[src/rtl/viterbi_pkg.sv]
// Shared convolutional-code helpers: generator extraction, one encoder step, FSM encoding.
`default_nettype none

package viterbi_pkg;

  // Widest supported code: K=9 (8 state bits), four generators.
  localparam int K_MAX = 9;
  localparam int M_MAX = K_MAX - 1;
  localparam int N_MAX = 4;
  localparam int G_W   = K_MAX * N_MAX;
  localparam int STEP_W = M_MAX + N_MAX;

  typedef logic [0:0] fsm_state_t;
  localparam fsm_state_t S_DATA = 1'b0;
  localparam fsm_state_t S_TAIL = 1'b1;

  function automatic logic [K_MAX-1:0] get_poly(input logic [G_W-1:0] g_oct,
                                                input int k,
                                                input int n_out,
                                                input int i);
    logic [G_W-1:0] shifted;
    shifted = g_oct >> ((n_out - 1 - i) * k);
    return K_MAX'(shifted) & K_MAX'((1 << k) - 1);
  endfunction

  // Returns {next_state, sym} right-aligned: sym occupies the low n_out bits
  // with y0 at bit n_out-1, next_state sits directly above it.
  function automatic logic [STEP_W-1:0] enc_step(input logic [M_MAX-1:0] state,
                                                 input logic b,
                                                 input int k,
                                                 input int n_out,
                                                 input logic [G_W-1:0] g_oct);
    logic [K_MAX-1:0]  sr;
    logic [N_MAX-1:0]  sym;
    logic [M_MAX-1:0]  next_state;
    logic [STEP_W-1:0] packed_out;
    sr  = {state, b} & K_MAX'((1 << k) - 1);
    sym = '0;
    for (int i = 0; i < N_MAX; i++) begin
      if (i < n_out) begin
        sym = {sym[N_MAX-2:0], ^(sr & get_poly(g_oct, k, n_out, i))};
      end
    end
    next_state = {state[M_MAX-2:0], b} & M_MAX'((1 << (k - 1)) - 1);
    packed_out = (STEP_W'(next_state) << n_out) | STEP_W'(sym);
    return packed_out;
  endfunction

endpackage

`default_nettype wire

[src/rtl/conv_encoder_punct.sv]
// +------------------------------------------------------------------------+
// | conv_encoder_punct: rate 1/N_OUT convolutional encoder, tail + puncture |
// | Revision: 1.1                                                          |
// +------------------------------------------------------------------------+
`default_nettype none

module conv_encoder_punct
    import viterbi_pkg::*;
#(
    parameter int                            K            = 3,
    parameter int                            N_OUT        = 2,
    parameter logic [N_OUT*K-1:0]            G_OCT        = {3'o7, 3'o5},
    parameter bit                            TAIL_EN      = 1'b1,
    parameter int                            PUNCT_PERIOD = 1,
    parameter logic [PUNCT_PERIOD*N_OUT-1:0] PUNCT_MASK   = '1
) (
    input  logic             clk,
    input  logic             rst_n,
    input  logic             in_bit,
    input  logic             in_last,
    input  logic             in_valid,
    output logic             in_ready,
    output logic [N_OUT-1:0] out_sym,
    output logic [N_OUT-1:0] out_mask,
    output logic             out_last,
    output logic             out_valid,
    input  logic             out_ready,
    output logic             busy,
    output logic             frame_done
);

    localparam int M  = K - 1;
    localparam int PW = (PUNCT_PERIOD > 1) ? $clog2(PUNCT_PERIOD) : 1;
    localparam int TW = $clog2(K);

    if (K < 3 || K > K_MAX) begin : g_bad_k
        $error("conv_encoder_punct: K out of range 3..9");
    end
    if (N_OUT < 2 || N_OUT > N_MAX) begin : g_bad_n
        $error("conv_encoder_punct: N_OUT out of range 2..4");
    end
    if (PUNCT_PERIOD < 1 || PUNCT_PERIOD > 8) begin : g_bad_period
        $error("conv_encoder_punct: PUNCT_PERIOD out of range 1..8");
    end
    for (genvar gi = 0; gi < N_OUT; gi++) begin : g_chk_poly
        if (G_OCT[(N_OUT-1-gi)*K + K-1] == 1'b0) begin : g_bad_poly
            $error("conv_encoder_punct: generator without tap on bit K-1");
        end
    end
    for (genvar gp = 0; gp < PUNCT_PERIOD; gp++) begin : g_chk_mask
        if (PUNCT_MASK[gp*N_OUT +: N_OUT] == '0) begin : g_bad_col
            $error("conv_encoder_punct: all-zero puncture column");
        end
    end

    fsm_state_t         r_state, w_state_nxt;
    logic [M-1:0]       r_enc_state, w_enc_state_nxt;
    logic [PW-1:0]      r_phase, w_phase_nxt;
    logic [TW-1:0]      r_tail_cnt, w_tail_cnt_nxt;
    logic [N_OUT-1:0]   r_out_sym, w_out_sym_nxt;
    logic [N_OUT-1:0]   r_out_mask, w_out_mask_nxt;
    logic               r_out_last, w_out_last_nxt;
    logic               r_out_valid, w_out_valid_nxt;
    logic               r_busy, w_busy_nxt;

    logic               w_slot_free;
    logic               w_accept;
    logic               w_enc_bit;
    logic [N_OUT-1:0]   w_punct_col;
    logic [M+N_OUT-1:0] w_step;
    logic [M-1:0]       w_next_state;
    logic [N_OUT-1:0]   w_sym;
    logic [PW-1:0]      w_phase_inc;
    logic               w_frame_done;

    assign w_slot_free = !r_out_valid || out_ready;
    assign in_ready    = (r_state == S_DATA) && w_slot_free;
    assign w_accept    = in_valid && in_ready;
    assign w_enc_bit   = (r_state == S_DATA) ? in_bit : 1'b0;

    assign w_step = (M+N_OUT)'(enc_step(M_MAX'(r_enc_state), w_enc_bit, K, N_OUT, G_W'(G_OCT)));
    assign {w_next_state, w_sym} = w_step;

    assign w_phase_inc  = (r_phase == PW'(PUNCT_PERIOD - 1)) ? '0 : r_phase + 1'b1;
    assign w_frame_done = r_out_valid && out_ready && r_out_last;

    always_comb begin
        w_punct_col = PUNCT_MASK[N_OUT-1:0];
        for (int p = 0; p < PUNCT_PERIOD; p++) begin
            if (r_phase == PW'(p)) begin
                w_punct_col = PUNCT_MASK[p*N_OUT +: N_OUT];
            end
        end
    end

    always_comb begin
        w_state_nxt     = r_state;
        w_enc_state_nxt = r_enc_state;
        w_phase_nxt     = r_phase;
        w_tail_cnt_nxt  = r_tail_cnt;
        w_out_sym_nxt   = r_out_sym;
        w_out_mask_nxt  = r_out_mask;
        w_out_last_nxt  = r_out_last;
        w_out_valid_nxt = r_out_valid;
        w_busy_nxt      = r_busy;

        if (out_ready) begin
            w_out_valid_nxt = 1'b0;
        end
        if (w_frame_done) begin
            w_busy_nxt = 1'b0;
        end

        if (r_state == S_DATA) begin
            if (w_accept) begin
                w_out_sym_nxt   = w_sym & w_punct_col;
                w_out_mask_nxt  = w_punct_col;
                w_out_last_nxt  = 1'b0;
                w_out_valid_nxt = 1'b1;
                w_busy_nxt      = 1'b1;
                w_enc_state_nxt = w_next_state;
                w_phase_nxt     = w_phase_inc;
                if (in_last) begin
                    if (TAIL_EN) begin
                        w_state_nxt    = S_TAIL;
                        w_tail_cnt_nxt = '0;
                    end else begin
                        w_out_last_nxt  = 1'b1;
                        w_enc_state_nxt = '0;
                        w_phase_nxt     = '0;
                    end
                end
            end
        end else begin
            // Tail symbols are never punctured and do not advance the phase.
            if (w_slot_free) begin
                w_out_sym_nxt   = w_sym;
                w_out_mask_nxt  = '1;
                w_out_last_nxt  = 1'b0;
                w_out_valid_nxt = 1'b1;
                w_enc_state_nxt = w_next_state;
                w_tail_cnt_nxt  = r_tail_cnt + 1'b1;
                if (r_tail_cnt == TW'(M - 1)) begin
                    w_out_last_nxt  = 1'b1;
                    w_enc_state_nxt = '0;
                    w_phase_nxt     = '0;
                    w_tail_cnt_nxt  = '0;
                    w_state_nxt     = S_DATA;
                end
            end
        end
    end

    always_ff @(posedge clk or negedge rst_n) begin
        if (!rst_n) begin
            r_state     <= S_DATA;
            r_enc_state <= '0;
            r_phase     <= '0;
            r_tail_cnt  <= '0;
            r_out_sym   <= '0;
            r_out_mask  <= '0;
            r_out_last  <= 1'b0;
            r_out_valid <= 1'b0;
            r_busy      <= 1'b0;
        end else begin
            r_state     <= w_state_nxt;
            r_enc_state <= w_enc_state_nxt;
            r_phase     <= w_phase_nxt;
            r_tail_cnt  <= w_tail_cnt_nxt;
            r_out_sym   <= w_out_sym_nxt;
            r_out_mask  <= w_out_mask_nxt;
            r_out_last  <= w_out_last_nxt;
            r_out_valid <= w_out_valid_nxt;
            r_busy      <= w_busy_nxt;
        end
    end

    assign out_sym    = r_out_sym;
    assign out_mask   = r_out_mask;
    assign out_last   = r_out_last;
    assign out_valid  = r_out_valid;
    assign busy       = r_busy;
    assign frame_done = w_frame_done;

endmodule

`default_nettype wire

[config.mk]
export PLATFORM = sky130hd
export DESIGN_NAME = conv_encoder_punct
export DESIGN_NICKNAME = d
export VERILOG_FILES = /design/src/rtl/viterbi_pkg.sv /design/src/rtl/conv_encoder_punct.sv
export SDC_FILE = /design/constraint.sdc
export NUM_CORES = 1
export LEC_CHECK = 0
export BUFFER_PORTS_ARGS = -buffer_cell sky130_fd_sc_hd__buf_2
export CAP_MARGIN = 15
export CORE_AREA = 5 5 42 44
export CTS_BUF_LIST = sky130_fd_sc_hd__clkbuf_2 sky130_fd_sc_hd__clkbuf_4 sky130_fd_sc_hd__clkbuf_8
export DETAILED_ROUTE_END_ITERATION = 16
export DIE_AREA = 0 0 47 49
export GPL_TIMING_DRIVEN = 0
export PLACE_DENSITY = 0.67
export SYNTH_ARGS = -nofsm -noshare
export SYNTH_HDL_FRONTEND = slang
export SYNTH_SLANG_ARGS = --single-unit
export TNS_END_PERCENT = 50
[constraint.sdc]
create_clock -name clk -period 0.9 [get_ports clk]
set_input_delay 0.135 -clock clk [delete_from_list [all_inputs] [get_ports clk]]
set_output_delay 0.135 -clock clk [all_outputs]
set_load 0.02 [all_outputs]
Word level (Yosys, flattened, before mapping)
Index checks and enable logic that the tools add are counted.
Operators by class
  $add $sub $neg: 1
  equality and inequality tests: 2
  bitwise gates (word level): 2
  shift operators: 0
  $mul: 0
  mux-type cells: 32
  magnitude comparators: 0
  div/mod/pow operators: 0
  reductions and logical operators: 12
Operators by type and width (number)
  2-to-1 mux 2 bit: 15
  parity 9 bit: 2
  2-to-1 mux 1 bit: 17
  logical AND 1 bit: 4
  OR 4 x 2 -> 4 bit: 1
  nonzero test 2 bit: 2
  AND reduction 3 bit: 1
  adder 2 x 1 -> 2 bit, second input constant: 1
  == test 2 x 1 -> 1 bit, second input constant: 1
  != test 2 x 1 -> 1 bit, second input constant: 1
  AND reduction 2 bit: 1
  logical NOT 1 bit: 1
  logical OR 1 bit: 1
  NOT 1 bit: 1
Word-level totals
  memories kept: 0
  flip-flop bits (word level): 12
  logic and storage cells: 57
  memory bits (read-only): 0
  memory bits (writable): 0
  bits in latches: 0
  input port bits: 6

Logic depth before layout (Yosys ltp)
Gate-level depths: netlist (run 1).
  word-level depth: 6
  depth in mapped cells: 4
  depth with buffers taken out: 3

Worst setup path after synthesis (run 1)
OpenSTA, ideal clock, no wires.
  kind: reg-to-reg
  start: register r_out_valid (netlist: out_valid)
  end: register r_busy (netlist: busy)
  path buffers: 0
  required time: 0.822 ns
  period minus slack after synthesis: 1.223 ns
  setup slack: -0.323 ns
  stages on the path, launching flop included: 4
  setup time: 0.078 ns
  arrival: 1.145 ns
  cell sequence: dfrtp_1 and2b_4 nor2_1 o2bb2ai_1
On the way
  longest elaborated chain between the ends: 6
  elaborated cells on any way between the ends: 9
  classes of those cells: mux (3); reduce/logical (6)
Ends and longest elaborated chain
  start, declared: line conv_encoder_punct.sv:63  | logic r_out_valid, w_out_valid_nxt;
  start signal, assigned: line conv_encoder_punct.sv:173  | r_out_valid <= w_out_valid_nxt;
  logical NOT 1 bit: line conv_encoder_punct.sv:76  | assign w_slot_free = !r_out_valid || out_ready;
  logical OR 1 bit: line conv_encoder_punct.sv:76
  logical AND 1 bit: line conv_encoder_punct.sv:77  | assign in_ready = (r_state == S_DATA) && w_slot_free;
  named net in_ready: line conv_encoder_punct.sv:22  | output logic in_ready,
  logical AND 1 bit: line conv_encoder_punct.sv:78  | assign w_accept = in_valid && in_ready;
  2-to-1 mux 1 bit: line conv_encoder_punct.sv:115  | if (w_accept) begin
  2-to-1 mux 1 bit: line conv_encoder_punct.sv:114  | if (r_state == S_DATA) begin
  named net w_busy_nxt: line conv_encoder_punct.sv:64  | logic r_busy, w_busy_nxt;
  end signal, assigned: line conv_encoder_punct.sv:174  | r_busy <= w_busy_nxt;
  end, declared: line conv_encoder_punct.sv:64
The timed path passes the listed nets, and every way through them passes these cells.
A chain may end at the register's enable or synchronous reset.

Worst setup path in the final report (run 1)
  start: register r_out_valid (netlist: out_valid)
  end: output port in_ready
On the way
  longest elaborated chain between the ends: 3
Ends and longest elaborated chain (line)
  logical NOT 1 bit: conv_encoder_punct.sv:76
  logical OR 1 bit: conv_encoder_punct.sv:76
  logical AND 1 bit: conv_encoder_punct.sv:77
  end, declared: conv_encoder_punct.sv:22
Every way passes these cells.

==> results_dict.tcl, run 1 <==
set metrics [dict create \
    status "finished, violations left" \
    failed_checks "setup timing" \
    slew_headroom 0.7973 \
    netlist_instances 50 \
    die_w_um 47 \
    endpoint_kind "output port" \
    gp_congestion 0.7287 \
    clkSinkCount 11 \
    hold_violations 0 \
    yosys_warnings 0 \
    worstSkewPairLatency_ps 260 \
    grt_max_degree 12 \
    syn_to_final_growth_pct 46.15 \
    power.total_mw 2.276 \
    cts_buffers 3 \
    core-area_mm2 0.001401 \
    drt_first_pass_iters 2 \
    grt_pass1_wl_um 1918 \
    leakagePower_nw 0.3460 \
    worstMarginPinSlew_ps 302.9 \
    cts_root_buf "clkbuf_4" \
    hpwl_um 760.1 \
    layout_min_cycle_time_ps 1232 \
    ys_types 22 \
    grt_pass1_vias 428 \
    vias_per_cell 4.955 \
    io_pins 15 \
    antenna_found_initial 0 \
    synthesis.area_um2 520.5 \
    required_ps 760 \
    synth_edf_count 0 \
    synth_area_per_cell_um2 10.41 \
    wl_per_cell_um 13.57 \
    portBuffers 13 \
    whs_ps 185.9 \
    finalWorstSetupSlack_ps -331.7 \
    htreeDepth 1 \
    rows 14 \
    tritoncts "done" \
    peakVddDrop_mv 1.268 \
    num_antenna_cells 0 \
    synthTopCellsByArea "dfrtp_1 53%, o21ai_1 7.7%, xnor3_1 4.3%, o21ai_2 3.4%, nand2_1 2.9%" \
    period_share 1.369 \
    via_count 436 \
    drc_errors 0 \
    synth_top_area_cell "dfrtp_1" \
    cp.arrival_ps 1100 \
    track_usage 0.1137 \
    worstSetupPathType "reg -> out" \
    synth_fp_nets 56 \
    fin_nets 79 \
    synthFlopType "dfrtp_1" \
    drt_wl_total_um 1194 \
    initial_core_util 0.3714 \
    drv_cap 0 \
    chipHeight_um 49 \
    hold_class "in -> reg" \
    fmax_mhz 811.9 \
    synth_most_common_cell "dfrtp_1" \
    first_iter_violations 2 \
    ys_top_cells_by_count "11 x dfrtp_1, 8 x o21ai_1, 4 x nand2_1" \
    yosysSeqAreaShare 0.5288 \
    start_kind "flip-flop" \
    cp_max_fo 4 \
    drtAntennaViolNets 0 \
    p_per_area_mw_per_mm2 2992 \
    synth-seq-cells 11 \
    synth_top_area_frac 0.5288 \
    layout-drive-gt1-share 0.4722 \
    rsz0062_at_grt "true" \
    finalSetupViolations 20 \
    drv_slew 0 \
    die_area_mm2 0.002303 \
    clock_path_buffers 2 \
    clkTransAtPathRegs_ps 70 \
    finalClockSkew_ps 0.4625 \
    ys_async_sr_fraction 1.000 \
    overflow 0 \
]
==> report_power, final <==
part	total [mW]	switching, mW	internal, mW	leakage [nW]
Sequential	0.793	0.128	0.665	0.132
Combinational	1.12	0.577	0.541	0.196
Clock	0.366	0.164	0.202	0.0184
==> layout make-up <==
type | count | area [µm²]
plain buffers | 3 | 27.53
repair buffers | 18 | 137.6
flip-flops and latches | 11 | 276.5
multi-input cells | 35 | 265.3
fillers | 126 | 640.6
well taps | 16 | 20.02
clock buffers | 4 | 30.03
inverters | 1 | 3.754
==> routing by layer <==
metal,vias to the layer above,part of all wire,track usage
li1,219,-,-
met1,206,0.44,0.1478
met2,7,0.52,0.1719
met3,4,0.032,0.02583
met4,0,0.014,0.05530
met5,-,0,0
==> stage by stage <==
step | TNS [ps] | instance area (µm²) | instances | worst slack [ps] | utilization
after floorplan | -807.0 | 529.3 | 50 | -174.1 | -
after global placement | -1043 | 614.3 | 79 | -140.1 | 0.4384
after detailed placement | -1134 | 614.3 | 79 | -148.9 | 0.4384
after CTS | -2560 | 715.7 | 86 | -305.0 | 0.5107
after global routing | -3394 | 760.7 | 88 | -355.5 | 0.5429
final | -2612 | 760.7 | 88 | -331.7 | 0.5429
==> critical path: stages, from the launching register on <==
cell	delay (ps)
dfrtp_2	430
and2b_4	190
nor2_4	90
buf_6	120
==> cell usage in the layout, fill, tap and decap left out, types with 2 or more instances in the layout <==
master / count
nor2b_1: 2
o21ai_0: 2
clkbuf_4: 4
nor2_1: 2
buf_6: 8
dfrtp_1: 10
o21ai_2: 3
a31oi_1: 2
nand2_1: 4
buf_2: 10
o21ai_1: 6
buf_4: 2
==> registers in the layout, indices dropped and copies added (netlist names) <==
name / count
r_state: 1
out_mask: 1
busy: 1
r_tail_cnt: 2
out_last: 1
out_valid: 1
out_sym: 2
r_enc_state: 2
==> repair_timing <==
item,4_1_cts,5_1_grt
gates resized for setup,12,8
pin swaps,3,1
hold buffers,1,0
setup endpoints to repair,19,20
buffers inserted,2,2
endpoints found under the hold margin,11,0
==> cells by family after synthesis <==
kind of cell,count (synthesis),synth area share
and+or+nand+nor,15,0.1611
DFF,11,0.5288
buffers and inverters,4,0.04086
AOI/OAI and AO/OA,18,0.2091
xor gates and xnor gates,2,0.06010
==> worst paths after layout <==
path | cells after the start | slack (ps) | start | endpoint
setup / recovery | 3 | -330 | out_valid$_DFF_PN0_ | in_ready
hold / removal | 3 | 190 | in_bit | r_enc_state[0]$_DFFE_PN0P_
setup reg to reg | 3 | -270 | out_valid$_DFF_PN0_ | out_valid$_DFF_PN0_
hold reg to reg | 2 | 490 | out_sym[1]$_DFFE_PN0P_ | out_sym[1]$_DFFE_PN0P_
max in group asynchronous | 2 | 410 | rst_n | out_valid$_DFF_PN0_
min in group asynchronous | 2 | 270 | rst_n | out_mask[0]$_DFFE_PN0P_
No activity file was read; power rests on OpenSTA's default activity.
==> inputs of run 2 (changes only) <==
--- a/config.mk
+++ b/config.mk
@@ -12,7 +12,7 @@
 export DETAILED_ROUTE_END_ITERATION = 16
 export DIE_AREA = 0 0 47 49
 export GPL_TIMING_DRIVEN = 0
-export PLACE_DENSITY = 0.67
+export PLACE_DENSITY = 0.65
 export SYNTH_ARGS = -nofsm -noshare
 export SYNTH_HDL_FRONTEND = slang
 export SYNTH_SLANG_ARGS = --single-unit
==> constraint.sdc (replaced) <==
create_clock -name clk -period 1.56 [get_ports clk]
set_input_delay 0.234 -clock clk [delete_from_list [all_inputs] [get_ports clk]]
set_output_delay 0.234 -clock clk [all_outputs]
set_load 0.02 [all_outputs]
==> run 2 against run 1 <==
Compared with the run above: design area shrank 15%; die area is the same; register-to-register slack better by 780 ps; hold slack improved by 86 ps; total power fell by 50%; global-route usage down 0.75 points; clock skew increased by 2.1 ps; combinational power decreased by 56%; sequential cell count did not move; the flow now finishes without violations; utilization decreased by 8.2 points; clock-buffer cell count unchanged.
==> results_dict.tcl, run 2 (same netlist as run 1, synthesis figures left out) <==
set metrics [dict create \
    status "finished, final reports clean" \
    final_common_cell "buf_2" \
    finalWorstSetupSlack_ps 166.5 \
    initial_core_util 0.3714 \
    worstSetupPathType "reg -> out" \
    antenna_found_initial 0 \
    place_area_um2 605.6 \
    fin_area_um2 645.6 \
    clock_path_buffers 2 \
    instances_no_fill 84 \
    cp_max_fo 8 \
    finalClockSkew_ps 2.571 \
    required_ps 1330 \
    worstMarginPinSlew_ps 262.3 \
    fin_nets 75 \
    layout_min_cycle_time_ps 1394 \
    syn_to_final_growth_pct 24.04 \
    cts_root_buf "clkbuf_4" \
    drv_cap 0 \
    hold_buffers 1 \
    slew_headroom 0.8251 \
    layout-drive-gt1-share 0.3529 \
    hold_violations 0 \
    gp_congestion 0.7301 \
    drc_errors 0 \
    fmax_mhz 717.6 \
    peakVddDrop_mv 0.5897 \
    core-area_mm2 0.001401 \
    hold_class "in -> reg" \
    wl_per_cell_um 11.73 \
    vias_per_cell 4.893 \
    portBuffers 13 \
    via_count 411 \
    drtAntennaViolNets 0 \
    track_usage 0.1062 \
    final_cell_mix "15 x buf_2, 11 x dfrtp_1, 8 x o21ai_1" \
    io_pins 15 \
    post-cts-setup-buffers 0 \
    finalSetupViolations 0 \
    grt_pass1_wl_um 1787 \
    leakagePower_nw 0.3090 \
    clkTransAtPathRegs_ps 70 \
    num_antenna_cells 0 \
    tritoncts "done" \
    rows 14 \
    drt_first_pass_iters 4 \
    die_area_mm2 0.002303 \
    htreeDepth 1 \
    hpwl_um 781.1 \
    period_share 0.8933 \
    cts_buffers 3 \
    dp_slack_ps 443.4 \
    first_iter_violations 3 \
    power.total_mw 1.135 \
    rsz0062_at_grt "false" \
    grt_max_degree 12 \
    worstSkewPairLatency_ps 260 \
    chipHeight_um 49 \
    die_w_um 47 \
    drv_slew 0 \
    grt_pass1_vias 420 \
    p_per_area_mw_per_mm2 1758 \
    cp.arrival_ps 1160 \
    start_kind "flip-flop" \
    drt_wl_total_um 985 \
    r2r_setup_slack_ps 510 \
    clkSinkCount 11 \
    overflow 0 \
    tns_ps 0 \
    endpoint_kind "output port" \
    cts_resized 0 \
    placed_cells 79 \
]
-- run 2: final cells by class --
class | count | area (µm²)
Timing Repair Buffer | 14 | 75.07
Tap cell | 16 | 20.02
Clock buffer | 4 | 30.03
Inverter | 1 | 3.754
Multi-Input combinational cell | 35 | 224.0
Fill cell | 152 | 755.7
Buffer | 3 | 17.52
Sequential cell | 11 | 275.3
-- run 2: report_power, final --
part / internal (mW) / switching, mW / total [mW]
Combinational: 0.209 / 0.282 / 0.491
Sequential: 0.382 / 0.0603 / 0.443
Clock: 0.116 / 0.0856 / 0.202
Total: 0.707 / 0.428 / 1.14
-- run 2: worst paths after layout --
kind | start | to | cells past startpoint
max | out_valid$_DFF_PN0_ | in_ready | 3
min in group asynchronous | rst_n | r_tail_cnt[0]$_DFFE_PN0P_ | 2
max reg2reg | r_state$_DFF_PN0_ | out_sym[0]$_DFFE_PN0P_ | 3
max in group asynchronous | rst_n | out_sym[0]$_DFFE_PN0P_ | 2
min | in_last | r_state$_DFF_PN0_ | 3
min reg2reg | r_tail_cnt[0]$_DFFE_PN0P_ | r_tail_cnt[0]$_DFFE_PN0P_ | 1
-- run 2: routing by layer --
metal / global-route usage / vias to the layer above / wire length, µm
li1: - / 212 / -
met1: 0.1347 / 192 / 418
met2: 0.1629 / 5 / 517
met3: 0.02214 / 2 / 40
met4: 0.05530 / 0 / 8
met5: 0 / - / 0
-- run 2: stage by stage --
step | util | hold slack, ps
floorplan | - | -61.59
global placement | 0.4321 | 117.0
detailed placement | 0.4321 | 116.1
CTS | 0.4607 | 251.3
global route | 0.4607 | 280.5
finish | 0.4607 | 272.3
-- run 2: worst max-delay path, stage by stage (launching register included) --
cell and delay, ps:
dfrtp_1 400, and2b_4 210, nor2_1 110, buf_2 180
